### config.mk
export PLATFORM = sky130hd
export DESIGN_NAME = arb_xfer_ctrl
export DESIGN_NICKNAME = d
export VERILOG_FILES = /design/src/rtl/arb_xfer_ctrl.sv
export SDC_FILE = /design/constraint.sdc
export NUM_CORES = 1
export LEC_CHECK = 0
export BUFFER_PORTS_ARGS = -buffer_cell sky130_fd_sc_hd__buf_2
export CORE_UTILIZATION = 40
export CTS_BUF_LIST = sky130_fd_sc_hd__clkbuf_8
export DETAILED_ROUTE_END_ITERATION = 7
export GPL_TIMING_DRIVEN = 0
export PLACE_DENSITY = 0.81
export SETUP_SLACK_MARGIN = 0.1
export SYNTH_ARGS = -nofsm -noshare
export SYNTH_HDL_FRONTEND = slang
export SYNTH_SLANG_ARGS = --single-unit
### constraint.sdc
create_clock -name i_clk -period 2.31 [get_ports i_clk]
set_input_delay 0 -clock i_clk [delete_from_list [all_inputs] [get_ports i_clk]]
set_output_delay 0 -clock i_clk [all_outputs]
set_load 0.02 [all_outputs]
### src/rtl/arb_xfer_ctrl.sv
// arb_xfer_ctrl
// -------------
// Transfer controller that sits directly downstream of an N-bit
// fixed-priority arbiter. It captures the winning requester from a one-hot
// grant and streams that requester's burst to one shared valid/ready output
// port. At the end of the burst it pulses a per-requester done flag. Grants
// that arrive while a burst is in flight are ignored.
//
// Ports
//   i_clk    : sole clock, rising edge
//   i_rst    : synchronous, active-high reset
//   i_grant  : one-hot grant from the arbiter, bit k = requester k
//   i_data   : packed beat data, requester k at [k*DATA_W +: DATA_W]
//   i_len    : packed burst length, requester k at [k*LEN_W +: LEN_W]
//              (burst = len + 1 beats)
//   i_ready  : downstream sink accepts the current beat
//   o_data   : current beat of the owner, zero when o_valid is low
//   o_valid  : beat valid
//   o_owner  : index of the current / last captured owner
//   o_busy   : burst in flight (XFER or DONE)
//   o_done   : one-cycle pulse on the bit of the finishing owner
//   o_err    : one-cycle pulse, grant had more than one bit set in IDLE
module arb_xfer_ctrl #(
  parameter  int N      = 8,
  parameter  int DATA_W = 8,
  parameter  int LEN_W  = 4,
  localparam int OW     = $clog2(N)
) (
  input  logic                i_clk,
  input  logic                i_rst,
  input  logic [N-1:0]        i_grant,
  input  logic [N*DATA_W-1:0] i_data,
  input  logic [N*LEN_W-1:0]  i_len,
  input  logic                i_ready,
  output logic [DATA_W-1:0]   o_data,
  output logic                o_valid,
  output logic [OW-1:0]       o_owner,
  output logic                o_busy,
  output logic [N-1:0]        o_done,
  output logic                o_err
);

  localparam logic [1:0] S_IDLE = 2'd0;
  localparam logic [1:0] S_XFER = 2'd1;
  localparam logic [1:0] S_DONE = 2'd2;

  localparam logic [N-1:0] GRANT_ONE = {{(N-1){1'b0}}, 1'b1};

  logic [1:0]       state_q, state_d;
  logic [OW-1:0]    owner_q, owner_d;
  logic [LEN_W-1:0] cnt_q,   cnt_d;
  logic             err_q,   err_d;

  logic [N-1:0]     grant_m1;
  logic             grant_one_hot;
  logic             grant_multi;
  logic [OW-1:0]    grant_idx;
  logic [LEN_W-1:0] grant_len;

  // Grant decode. Clearing the lowest set bit (g & (g-1)) leaves zero only
  // for a one-hot or all-zero vector, which separates the legal capture case
  // from the multi-bit error case without a population count.
  always_comb begin
    grant_m1      = i_grant - GRANT_ONE;
    grant_one_hot = (i_grant != '0) && ((i_grant & grant_m1) == '0);
    grant_multi   = (i_grant != '0) && !grant_one_hot;
    grant_idx     = '0;
    for (int k = 0; k < N; k++) begin
      if (i_grant[k]) begin
        grant_idx = OW'(k);
      end
    end
    grant_len = i_len[grant_idx*LEN_W +: LEN_W];
  end

  // Next-state logic. The counter holds the number of beats still to send
  // after the current one, so reaching zero on an accepted beat ends the
  // burst and a full-range length never wraps.
  always_comb begin
    state_d = state_q;
    owner_d = owner_q;
    cnt_d   = cnt_q;
    err_d   = 1'b0;
    case (state_q)
      S_IDLE: begin
        if (grant_one_hot) begin
          owner_d = grant_idx;
          cnt_d   = grant_len;
          state_d = S_XFER;
        end else if (grant_multi) begin
          err_d = 1'b1;
        end
      end
      S_XFER: begin
        if (i_ready) begin
          if (cnt_q == '0) begin
            state_d = S_DONE;
          end else begin
            cnt_d = cnt_q - LEN_W'(1);
          end
        end
      end
      S_DONE: begin
        state_d = S_IDLE;
      end
      default: begin
        state_d = S_IDLE;
      end
    endcase
  end

  // State registers; reset aborts any burst without a done pulse because
  // o_done is decoded from the DONE state only.
  always_ff @(posedge i_clk) begin
    if (i_rst) begin
      state_q <= S_IDLE;
      owner_q <= '0;
      cnt_q   <= '0;
      err_q   <= 1'b0;
    end else begin
      state_q <= state_d;
      owner_q <= owner_d;
      cnt_q   <= cnt_d;
      err_q   <= err_d;
    end
  end

  // Output decode. o_data follows i_data of the owner live while valid.
  always_comb begin
    o_valid = (state_q == S_XFER);
    o_busy  = (state_q != S_IDLE);
    o_owner = owner_q;
    o_err   = err_q;
    o_data  = '0;
    o_done  = '0;
    if (o_valid) begin
      o_data = i_data[owner_q*DATA_W +: DATA_W];
    end
    if (state_q == S_DONE) begin
      o_done = GRANT_ONE << owner_q;
    end
  end

endmodule

-- Yosys cells after proc, flatten, opt, wreduce, memory -nomap -nowiden
Cells that the tools add are included.
- add/subtract/negate cells: 2
- equality and inequality tests: 6
- shifts and indexed selects: 3
- multiplexer cells: 18
- bitwise logic cells: 2
- reductions and logical operators: 13
- operators with widths (operator ; number):
    variable part select 64 x 7 -> 8 bit ; 1
    variable part select 32 x 6 -> 4 bit ; 1
    two-way mux 3 bit ; 6
    two-way mux 8 bit ; 2
    two-way mux 4 bit ; 3
    AND 8 bit ; 1
    zero test 8 bit ; 1
    case mux 4 bit (2 select lines) ; 1
    nonzero test 8 bit ; 1
    left shift 1 x 3 -> 8 bit, first input constant ; 1
    subtractor 8 x 1 -> 8 bit, second input constant ; 1
    two-way mux 2 bit ; 3
    != test 2 bit, second input constant ; 3
    zero test 4 bit ; 1
    case mux 2 bit (2 select lines) ; 1
    AND reduction 4 bit ; 1
    nonzero test 2 bit ; 2
    subtractor 4 x 1 -> 4 bit, second input constant ; 1
    AND reduction 3 bit ; 1
    OR reduction 3 bit ; 1
    equality test 2 x 1 -> 1 bit, second input constant ; 1
    equality test 2 bit, second input constant ; 1
    logical AND 1 bit ; 2
    zero test 2 bit ; 1
    5 further kinds ; 6
- flip-flop bits (word level): 10
- input bits: 107
- output and inout port bits: 22
- word-level logic and storage cells: 48

-- Logic depth before layout (Yosys ltp)
Gate-level depths: netlist (run 1).
- word-level depth: 10
- gate-level depth with buffers: 7

-- Worst setup path before layout (run 1)
Ideal clock, no wire load.
- path type: flip-flop to output port
- start: reg owner_q[2] (netlist: o_owner[2])
- end: out o_done[4]
- arrival time: 1.706 ns
- setup slack: 0.604 ns
- cell stages (with the launch flop): 4
- path buffers: 1
- cell sequence: dfxtp_1 clkbuf_1 nand2_1 nor4_1
- cells in the longest elaborated chain, start to end: 2
- RTL lines (element ; RTL line ; source):
    start: declaration ; 50 ; logic [OW-1:0] owner_q, owner_d;
    start signal: assignment ; 122 ; owner_q <= owner_d;
    left shift 1 x 3 -> 8 bit ; 140 ; o_done = GRANT_ONE << owner_q;
    two-way mux 8 bit ; 139 ; if (state_q == S_DONE) begin
    end: declaration ; 39 ; output logic [N-1:0] o_done,
Every way passes these cells.

-- Worst setup path after layout (run 1)
- start: reg owner_q[0] (netlist: o_owner[0])
- end: out o_data[3]
- cells in the longest elaborated chain, start to end: 2
- RTL lines (element ; RTL line ; source):
    variable part select 64 x 7 -> 8 bit ; 137 ; o_data = i_data[owner_q*DATA_W +: DATA_W];
    two-way mux 8 bit ; 136 ; if (o_valid) begin
    end: declaration ; 35 ; output logic [DATA_W-1:0] o_data,
Every way passes these cells.

==> results.yml, run 1 <==
timing:
  finalCriticalPeriod_ps: 1960
  max_freq_mhz: 509
  hold_viol_final: 0
  rsz0062_at_grt: "no"
  setup_violations: 0
  fin_ws_ps: 345
  tns_ps: 0
  tightest_slew_ps: 742
  period_share_pct: 85.1
  slew_violations: 0
  maxSlewHeadroom_pct: 50.6
  skew_ps: 1.59
clock_tree:
  clock-sinks: 10
  htree_levels: 1
  cts_setup_buffers: 0
  ctsHoldBuffers: 0
  insertion_delay_ps: 240
  cts_resized: 0
  cts_tree: "yes"
  clk_pin_slew_ps: 50
  cts_buffers: 3
  cts-root-buf: "clkbuf_8"
  clockBufferDepth: 2
yosys:
  syn_inst: 169
  yosys_warnings: 0
  ys_ff_latch: 10
  avgSynthCellArea_um2: 8.85
  syn-cell-area_um2: 1500
  synth_nets: 277
  ys_seq_area_share_pct: 13.4
  yosysUniqueCellTypes: 49
floorplan:
  die_width_um: 63.1
  floorplan.initialDensity_pct: 43.1
  row_count: 21
  core_area_um2: 3470
  dieArea_um2: 3990
  top_level_ports: 129
  die_h_um: 63.1
finish:
  insertedDiodeCount: 0
  finalInstanceArea_um2: 2240
  instances_no_fill: 345
  num-nets-final: 408
  final_common_cell: "buf_2"
  layout_common_cells: "130 x buf_2, 30 x nor2_1, 18 x mux4_2"
  syn_to_final_growth_pct: 49.8
  drive_above_1_share_pct: 55.5
worst_setup_path:
  slowest_delay_ps: 540
  r2r_end: "cnt_q[1]$_SDFFE_PP0P_"
  crit_required_ps: 2310
  arrival_ps: 1960
  cp-end-kind: "output port"
  cp_slowest_cell: "mux4_2"
  cp_common_cell: "buf_2"
  critPathKind: "flip-flop to output port"
  cp_max_fo: 10
  r2r_start: "state_q[1]$_SDFFE_PP0P_"
  startpoint_type: "flip-flop"
  r2r_setup_slack_ps: 550
  cp_cell_sequence: "buf_2 > mux4_2 > mux2i_1 > nor2_1 > buf_2"
  reg2reg_depth: 6
global_routing:
  grt_pass1_vias: 1940
  grt_remaining_overflow: 0
  grt_max_degree: 11
  grt_pass1_wl_um: 8490
  grt.total_usage_pct: 27.3
  antenna_found_initial: 0
pwr:
  swShare_pct: 29.2
  p_clk_share_pct: 33.8
  p_per_area_nw_per_um2: 297
  total_power_uw: 665
  p_comb_share_pct: 38.9
  max-vdd-ir-drop_v: 0.000190
  p_switching_uw: 194
  p_leak_uw: 0.00105
  share_seq_of_total_power_pct: 27.3
  intPower_uw: 471
detailed_routing:
  post-route-drc-count: 0
  initialDrtViolationCount: 101
  ant_nets: 0
  firstDrtPassIters: 4
  wl_um: 5220
  avgRoutedWirePerCell_um: 15.1
  vias: 1947
  via_per_inst: 5.64
worst_hold_path:
  hp-class: "primary input to flip-flop"
  hold_path_depth: 3
  holdPathEnd: "state_q[1]$_SDFFE_PP0P_"
  hp-start: "i_ready"
status:
  status: "completed"
placed_design:
  gp_congestion: 0.830
  dp_hpwl_um: 4320
  dp.cells: 341
  place_area_um2: 2180
  portBuffers: 126
  place_ws_ps: 306
job:
  maxCapViolCount: 0
## per-stage QoR
stage	hold slack [ps]	utilization (%)
after floorplan	168	-
after global placement	301	63.0
after detailed placement	317	63.0
after CTS	68.3	64.5
after global routing	83.9	64.6
final	65.3	64.6
## cells by family (layout without fill, tap and decap cells)
group           Yosys count  count (layout)  synth area share (%)
buf+inv                  16             146                  4.35
compound gates           38              38                  21.3
simple gates             72              72                  23.3
fa+ha+maj                 2               2                  1.51
flops                    10              10                  13.4
mux                      31              31                  36.1
## critical path: cells and delay by family (launching register included)
kind	cells	cell delay, ps
AND/OR/NAND/NOR	1	50
flip-flops	1	430
multiplexers	2	710
buffers and inverters	2	530
## power groups by stage
stage / clock network (uW) / logic [uW] / registers (uW)
after floorplan: 0 / 136 / 188
after CTS: 221 / 258 / 182
after detailed placement: 0 / 256 / 185
final: 225 / 259 / 182
after global placement: 0 / 246 / 185
after global routing: 229 / 282 / 183
## final cells by class
class	instances	area, um^2
well taps	46	57.6
flip-flops and latches	10	200
fillers	336	1230
clock buffers	4	55.1
plain buffers	10	43.8
multi-input cells	143	1230
repair buffers	126	631
inverters	6	22.5
## worst max path at each step
stage | endpoint | cells after the start | start
after CTS | o_data[4] | 5 | o_owner[0]$_SDFFE_PP0P_
after floorplan | o_done[4] | 3 | o_owner[2]$_SDFFE_PP0P_
after detailed placement | cnt_q[1]$_SDFFE_PP0P_ | 7 | i_grant[7]
after global routing | o_data[6] | 5 | o_owner[0]$_SDFFE_PP0P_
after global placement | cnt_q[3]$_SDFFE_PP0P_ | 7 | i_grant[2]
final | o_data[3] | 5 | o_owner[0]$_SDFFE_PP0P_
## cells in the mapped netlist, drive strengths merged
cell	instances	share of area [%]
nor2b	2	0.84
a31oi	4	1.7
nor4b	1	0.59
a2111oi	2	2.8
or3	1	0.42
nor2	31	8.3
clkbuf	4	1.0
nand2	17	4.4
mux4	18	27
mux2	3	2.3
or2	1	0.42
nand3b	1	0.50
nor3	4	1.3
o32ai	1	1.1
nor4	4	1.7
nand3	2	0.67
nand2b	3	1.3
nor3b	1	0.50
or4	2	1.3
a211oi	2	1.0
o21ai	6	2.8
and4b	1	0.67
a21oi	9	3.3
ha	1	0.84
o21bai	1	0.50
buf	6	1.8
o211ai	1	0.50
clkinv	1	0.25
a21boi	3	1.5
mux2i	10	6.7
a221o	1	0.67
o31a	1	0.59
a41o	2	1.3
dfxtp	10	13
inv	5	1.3
o31ai	3	2.4
and2b	1	0.50
a311oi	2	1.2
maj3	1	0.67
## state kept, by name, summed over array words and instances (netlist names)
register and count:
cnt_q 4, o_err 1, o_owner 3, state_q 2
## routing by layer
layer | part of all wire, % | GRT usage (%)
met5 | 0 | 0
met4 | 3.5 | 14.8
met3 | 7.0 | 4.89
met2 | 52 | 50.8
met1 | 37 | 28.4
Power figures use the tool's default switching activity.
==> inputs of run 2 (changes only) <==
CAP_MARGIN = 0   (was default)
CORE_UTILIZATION = 43   (was 40)
CTS_CLUSTER_DIAMETER = 30   (was default)
PLACE_DENSITY = 0.86   (was 0.81)
clock period = 2.5 ns   (was 2.31 ns; I/O delays follow)
==> results.yml, run 2 (same netlist as run 1, synthesis figures left out) <==
clock_tree:
  cts_tree: "yes"
  cts_resized: 0
  htree_levels: 1
  cts-root-buf: "clkbuf_8"
  insertion_delay_ps: 240
  clockBufferDepth: 2
  clk_pin_slew_ps: 50
  cts_buffers: 3
  ctsHoldBuffers: 0
  clock-sinks: 10
  cts_setup_buffers: 0
global_routing:
  grt_pass1_vias: 1666
  grt_remaining_overflow: 0
  grt_pass1_wl_um: 6690
  grt.total_usage_pct: 24.2
  antenna_found_initial: 1
  grt_max_degree: 11
pwr:
  p_per_area_nw_per_um2: 271
  share_seq_of_total_power_pct: 27.7
  p_leak_uw: 0.00104
  swShare_pct: 28.3
  p_comb_share_pct: 38.7
  p_switching_uw: 171
  max-vdd-ir-drop_v: 0.000311
  intPower_uw: 435
  p_clk_share_pct: 33.5
worst_setup_path:
  r2r_end: "cnt_q[1]$_SDFFE_PP0P_"
  crit_required_ps: 2500
  cp_max_fo: 10
  startpoint_type: "flip-flop"
  cp-endpoint: "o_data[5]"
  r2r_start: "state_q[1]$_SDFFE_PP0P_"
  critPathKind: "flip-flop to output port"
  arrival_ps: 2110
  reg2reg_depth: 6
  r2r_setup_slack_ps: 730
  crit_start: "o_owner[0]$_SDFFE_PP0P_"
  cp-end-kind: "output port"
timing:
  slew_violations: 0
  tns_ps: 0
  max_freq_mhz: 474
  tightest_slew_ps: 725
  finalCriticalPeriod_ps: 2110
  rsz0062_at_grt: "no"
  timing.hold.ws_ps: 65.6
  period_share_pct: 84.4
  maxSlewHeadroom_pct: 51.7
  setup_violations: 0
  hold_viol_final: 0
  skew_ps: 1.75
finish:
  final_common_cell: "buf_2"
  finalInstanceArea_um2: 2240
  num-nets-final: 408
  layout_common_cells: "130 x buf_2, 30 x nor2_1, 18 x mux4_2"
  finish.utilization_pct: 67.1
  drive_above_1_share_pct: 55.2
  regMostFlops: "cnt_q"
  insertedDiodeCount: 0
  largest_reg_flops: 4
  syn_to_final_growth_pct: 49.7
  instances_no_fill: 345
floorplan:
  core_area_um2: 3340
  top_level_ports: 129
  die_width_um: 61.0
  row_count: 21
  die_h_um: 61.0
  dieArea_um2: 3720
  floorplan.initialDensity_pct: 44.8
placed_design:
  dp_hpwl_um: 3920
  dp.cells: 341
  gp_congestion: 0.810
  place_area_um2: 2180
  portBuffers: 126
detailed_routing:
  firstDrtPassIters: 4
  initialDrtViolationCount: 53
  wl_um: 4770
  ant_nets: 0
  avgRoutedWirePerCell_um: 13.8
  via_per_inst: 5.41
  wl_met3_um: 416
  wl_met2_um: 2550
  top_layer: "met5"
  post-route-drc-count: 0
  m1WireLength_um: 1710
  vias: 1866
job:
  maxCapViolCount: 0
worst_hold_path:
  hp-class: "primary input to flip-flop"
status:
  status: "completed"
-- run 2: changes by cell type in the layout (fill, tap and decap cells not counted), sizes merged --
cell,previous run,this run
buf,131,132
clkbuf,9,8
-- run 2: stage by stage --
step,power [uW],worst slack (ps)
2_1_floorplan,299,794
3_3_place_gp,398,586
3_5_place_dp,405,568
4_1_cts,608,365
5_1_grt,638,265
6_report,606,389
-- run 2: how the worst min path moves through the flow --
stage | start | to | slack (ps) | cells after the start
floorplan | i_ready | state_q[1]$_SDFFE_PP0P_ | 170 | 2
global placement | i_ready | state_q[1]$_SDFFE_PP0P_ | 290 | 3
detailed placement | i_ready | state_q[1]$_SDFFE_PP0P_ | 310 | 3
CTS | i_ready | state_q[1]$_SDFFE_PP0P_ | 60 | 3
global route | i_ready | state_q[1]$_SDFFE_PP0P_ | 100 | 3
finish | i_ready | state_q[1]$_SDFFE_PP0P_ | 70 | 3
-- run 2: layout make-up --
| cell class | count | area [um^2] |
|---|---|---|
| clock buffer | 4 | 55.1 |
| inverter | 6 | 22.5 |
| multi-input combinational | 143 | 1230 |
| fill | 300 | 1100 |
| buffer | 10 | 42.5 |
| timing repair buffer | 126 | 631 |
| sequential | 10 | 200 |
| tap | 46 | 57.6 |
-- run 2: layer usage --
metal	track usage (%)	vias up
met3	5.97	10
met5	0	-
met4	7.79	2
met2	49.6	87
li1	-	916
met1	23.1	851
-- run 2: power groups by stage --
stage	combinational [uW]	sequential [uW]	clock (uW)
global route	257	169	212
floorplan	125	174	0
detailed placement	234	171	0
CTS	235	168	205
finish	235	168	203
global placement	227	171	0
-- run 2: worst max-delay path, cell delays in order, from the launching register on --
cell     delay (ps)
dfxtp_1         420
buf_1           480
mux4_2          580
mux2i_1         160
nor2_1           60
buf_2           170
==> inputs of run 3 (changes only) <==
CORE_UTILIZATION = 36   (was 43)
PLACE_DENSITY = 0.77   (was 0.86)
clock period = 1.81 ns   (was 2.5 ns; I/O delays follow)
==> results.yml, run 3 (same netlist as run 1, synthesis figures left out) <==
status:
  status: "completed"
finish:
  insertedDiodeCount: 0
  finish.utilization_pct: 60.0
  regMostFlops: "cnt_q"
  final_common_cell: "buf_2"
  num-nets-final: 413
  layout_common_cells: "128 x buf_2, 30 x nor2_1, 18 x mux4_2"
  syn_to_final_growth_pct: 60.5
  drive_above_1_share_pct: 60.2
  largest_reg_flops: 4
floorplan:
  die_h_um: 66.4
  row_count: 23
  dieArea_um2: 4410
  core_area_um2: 4000
  top_level_ports: 129
  floorplan.initialDensity_pct: 37.4
  die_width_um: 66.4
global_routing:
  grt_pass1_wl_um: 7270
  grt.total_usage_pct: 21.6
  antenna_found_initial: 0
  grt_max_degree: 11
  grt_remaining_overflow: 0
  grt_pass1_vias: 1593
pwr:
  p_per_area_nw_per_um2: 363
  intPower_uw: 614
  p_leak_uw: 0.00112
  share_seq_of_total_power_pct: 26.6
  p_comb_share_pct: 39.9
  max-vdd-ir-drop_v: 0.000176
  p_switching_uw: 257
  p_clk_share_pct: 33.5
  swShare_pct: 29.5
placed_design:
  gp_congestion: 0.817
  dp_hpwl_um: 4000
  portBuffers: 126
clock_tree:
  htree_levels: 1
  insertion_delay_ps: 240
  clockBufferDepth: 2
  clock-sinks: 10
  clk_pin_slew_ps: 50
  ctsHoldBuffers: 0
  cts_buffers: 3
  cts_tree: "yes"
  cts-root-buf: "clkbuf_8"
timing:
  setup_violations: 0
  skew_ps: 2.34
  rsz0062_at_grt: "yes"
  period_share_pct: 92.3
  hold_viol_final: 0
  max_freq_mhz: 599
  maxSlewHeadroom_pct: 66.9
  tns_ps: 0
  finalCriticalPeriod_ps: 1670
  slew_violations: 0
  tightest_slew_ps: 496
detailed_routing:
  post-route-drc-count: 0
  avgRoutedWirePerCell_um: 14.7
  wl_um: 5200
  ant_nets: 0
  initialDrtViolationCount: 97
  firstDrtPassIters: 4
  vias: 1892
  via_per_inst: 5.34
worst_hold_path:
  hp-start: "i_ready"
  holdPathEnd: "state_q[1]$_SDFFE_PP0P_"
  hp-class: "primary input to flip-flop"
  hold_path_depth: 3
worst_setup_path:
  r2r_end: "o_owner[2]$_SDFFE_PP0P_"
  crit_required_ps: 1950
  slowest_delay_ps: 580
  cp_cell_sequence: "buf_6 > or4_4 > a2111oi_4 > o32ai_4 > o21ai_4 > a21oi_2 > a41o_1"
  r2r_start: "state_q[0]$_SDFFE_PP0P_"
  cp-end-kind: "flip-flop"
  startpoint_type: "primary input"
  cp_slowest_cell: "or4_4"
  r2r_setup_slack_ps: 220
  critPathKind: "primary input to flip-flop"
  reg2reg_depth: 5
  cp_max_fo: 7
  arrival_ps: 1810
job:
  maxCapViolCount: 0
==> run 3: cell count changes in the layout (fill, tap and decap cells not counted), moves of 2 or more <==
cell / before / now
buf_2: 130 / 128
buf_1: 2 / 0
buf_6: 0 / 2
buf_4: 0 / 5
clkbuf_1: 4 / 1
clkbuf_2: 0 / 2
==> run 3: worst max path at each step <==
stage	from	end	slack [ps]	cells after the start
floorplan	o_owner[2]$_SDFFE_PP0P_	o_done[4]	100	3
global placement	i_grant[2]	cnt_q[3]$_SDFFE_PP0P_	-120	7
detailed placement	i_grant[7]	cnt_q[1]$_SDFFE_PP0P_	-110	7
CTS	o_owner[0]$_SDFFE_PP0P_	o_data[0]	100	5
global route	i_grant[2]	cnt_q[3]$_SDFFE_PP0P_	70	7
finish	i_grant[2]	cnt_q[3]$_SDFFE_PP0P_	140	7
==> run 3: area by class of cell <==
cell class / instances / area (um^2)
flip-flops and latches: 10 / 204
repair buffers: 131 / 698
fillers: 341 / 1600
inverters: 6 / 23.8
plain buffers: 10 / 76.3
clock buffers: 4 / 55.1
multi-input cells: 143 / 1280
well taps: 50 / 62.6
==> run 3: layer usage <==
layer  global-route usage, %  vias up  part of all wire [%]
met3                    1.72        6                   5.9
met2                    36.2       82                    51
met1                    29.0      879                    42
met5                       0        -                     0
met4                    7.18        0                   1.2
li1                        -      925                     -
==> run 3: worst max-delay path: cells and delay by family <==
family / cells / cell delay, ps
compound gates: 5 / 1120
simple gates: 1 / 580
buf+inv: 1 / 100
==> run 3: stage by stage <==
stage	instances	setup slack, ps	hold WS, ps	instance area [um^2]	power [uW]
6_report	354	140	51.9	2400	871
3_3_place_gp	345	-115	304	2190	552
2_1_floorplan	169	104	168	1500	413
5_1_grt	354	74.8	76.1	2400	915
3_5_place_dp	345	-113	311	2190	561
4_1_cts	349	101	58.9	2270	845
==> run 3: power by group through the flow <==
stage | sequential, uW | clock (uW) | combinational [uW]
6_report | 232 | 292 | 348
3_5_place_dp | 237 | 0 | 325
3_3_place_gp | 236 | 0 | 316
2_1_floorplan | 240 | 0 | 173
4_1_cts | 232 | 284 | 329
5_1_grt | 233 | 302 | 380
==> run 3: repair_timing <==
action | in CTS | in global routing
setup buffers | 0 | 4
pin swaps | 0 | 5
cloned | 0 | 1
endpoints found under the setup margin | 10 | 13
resized for setup | 12 | 18
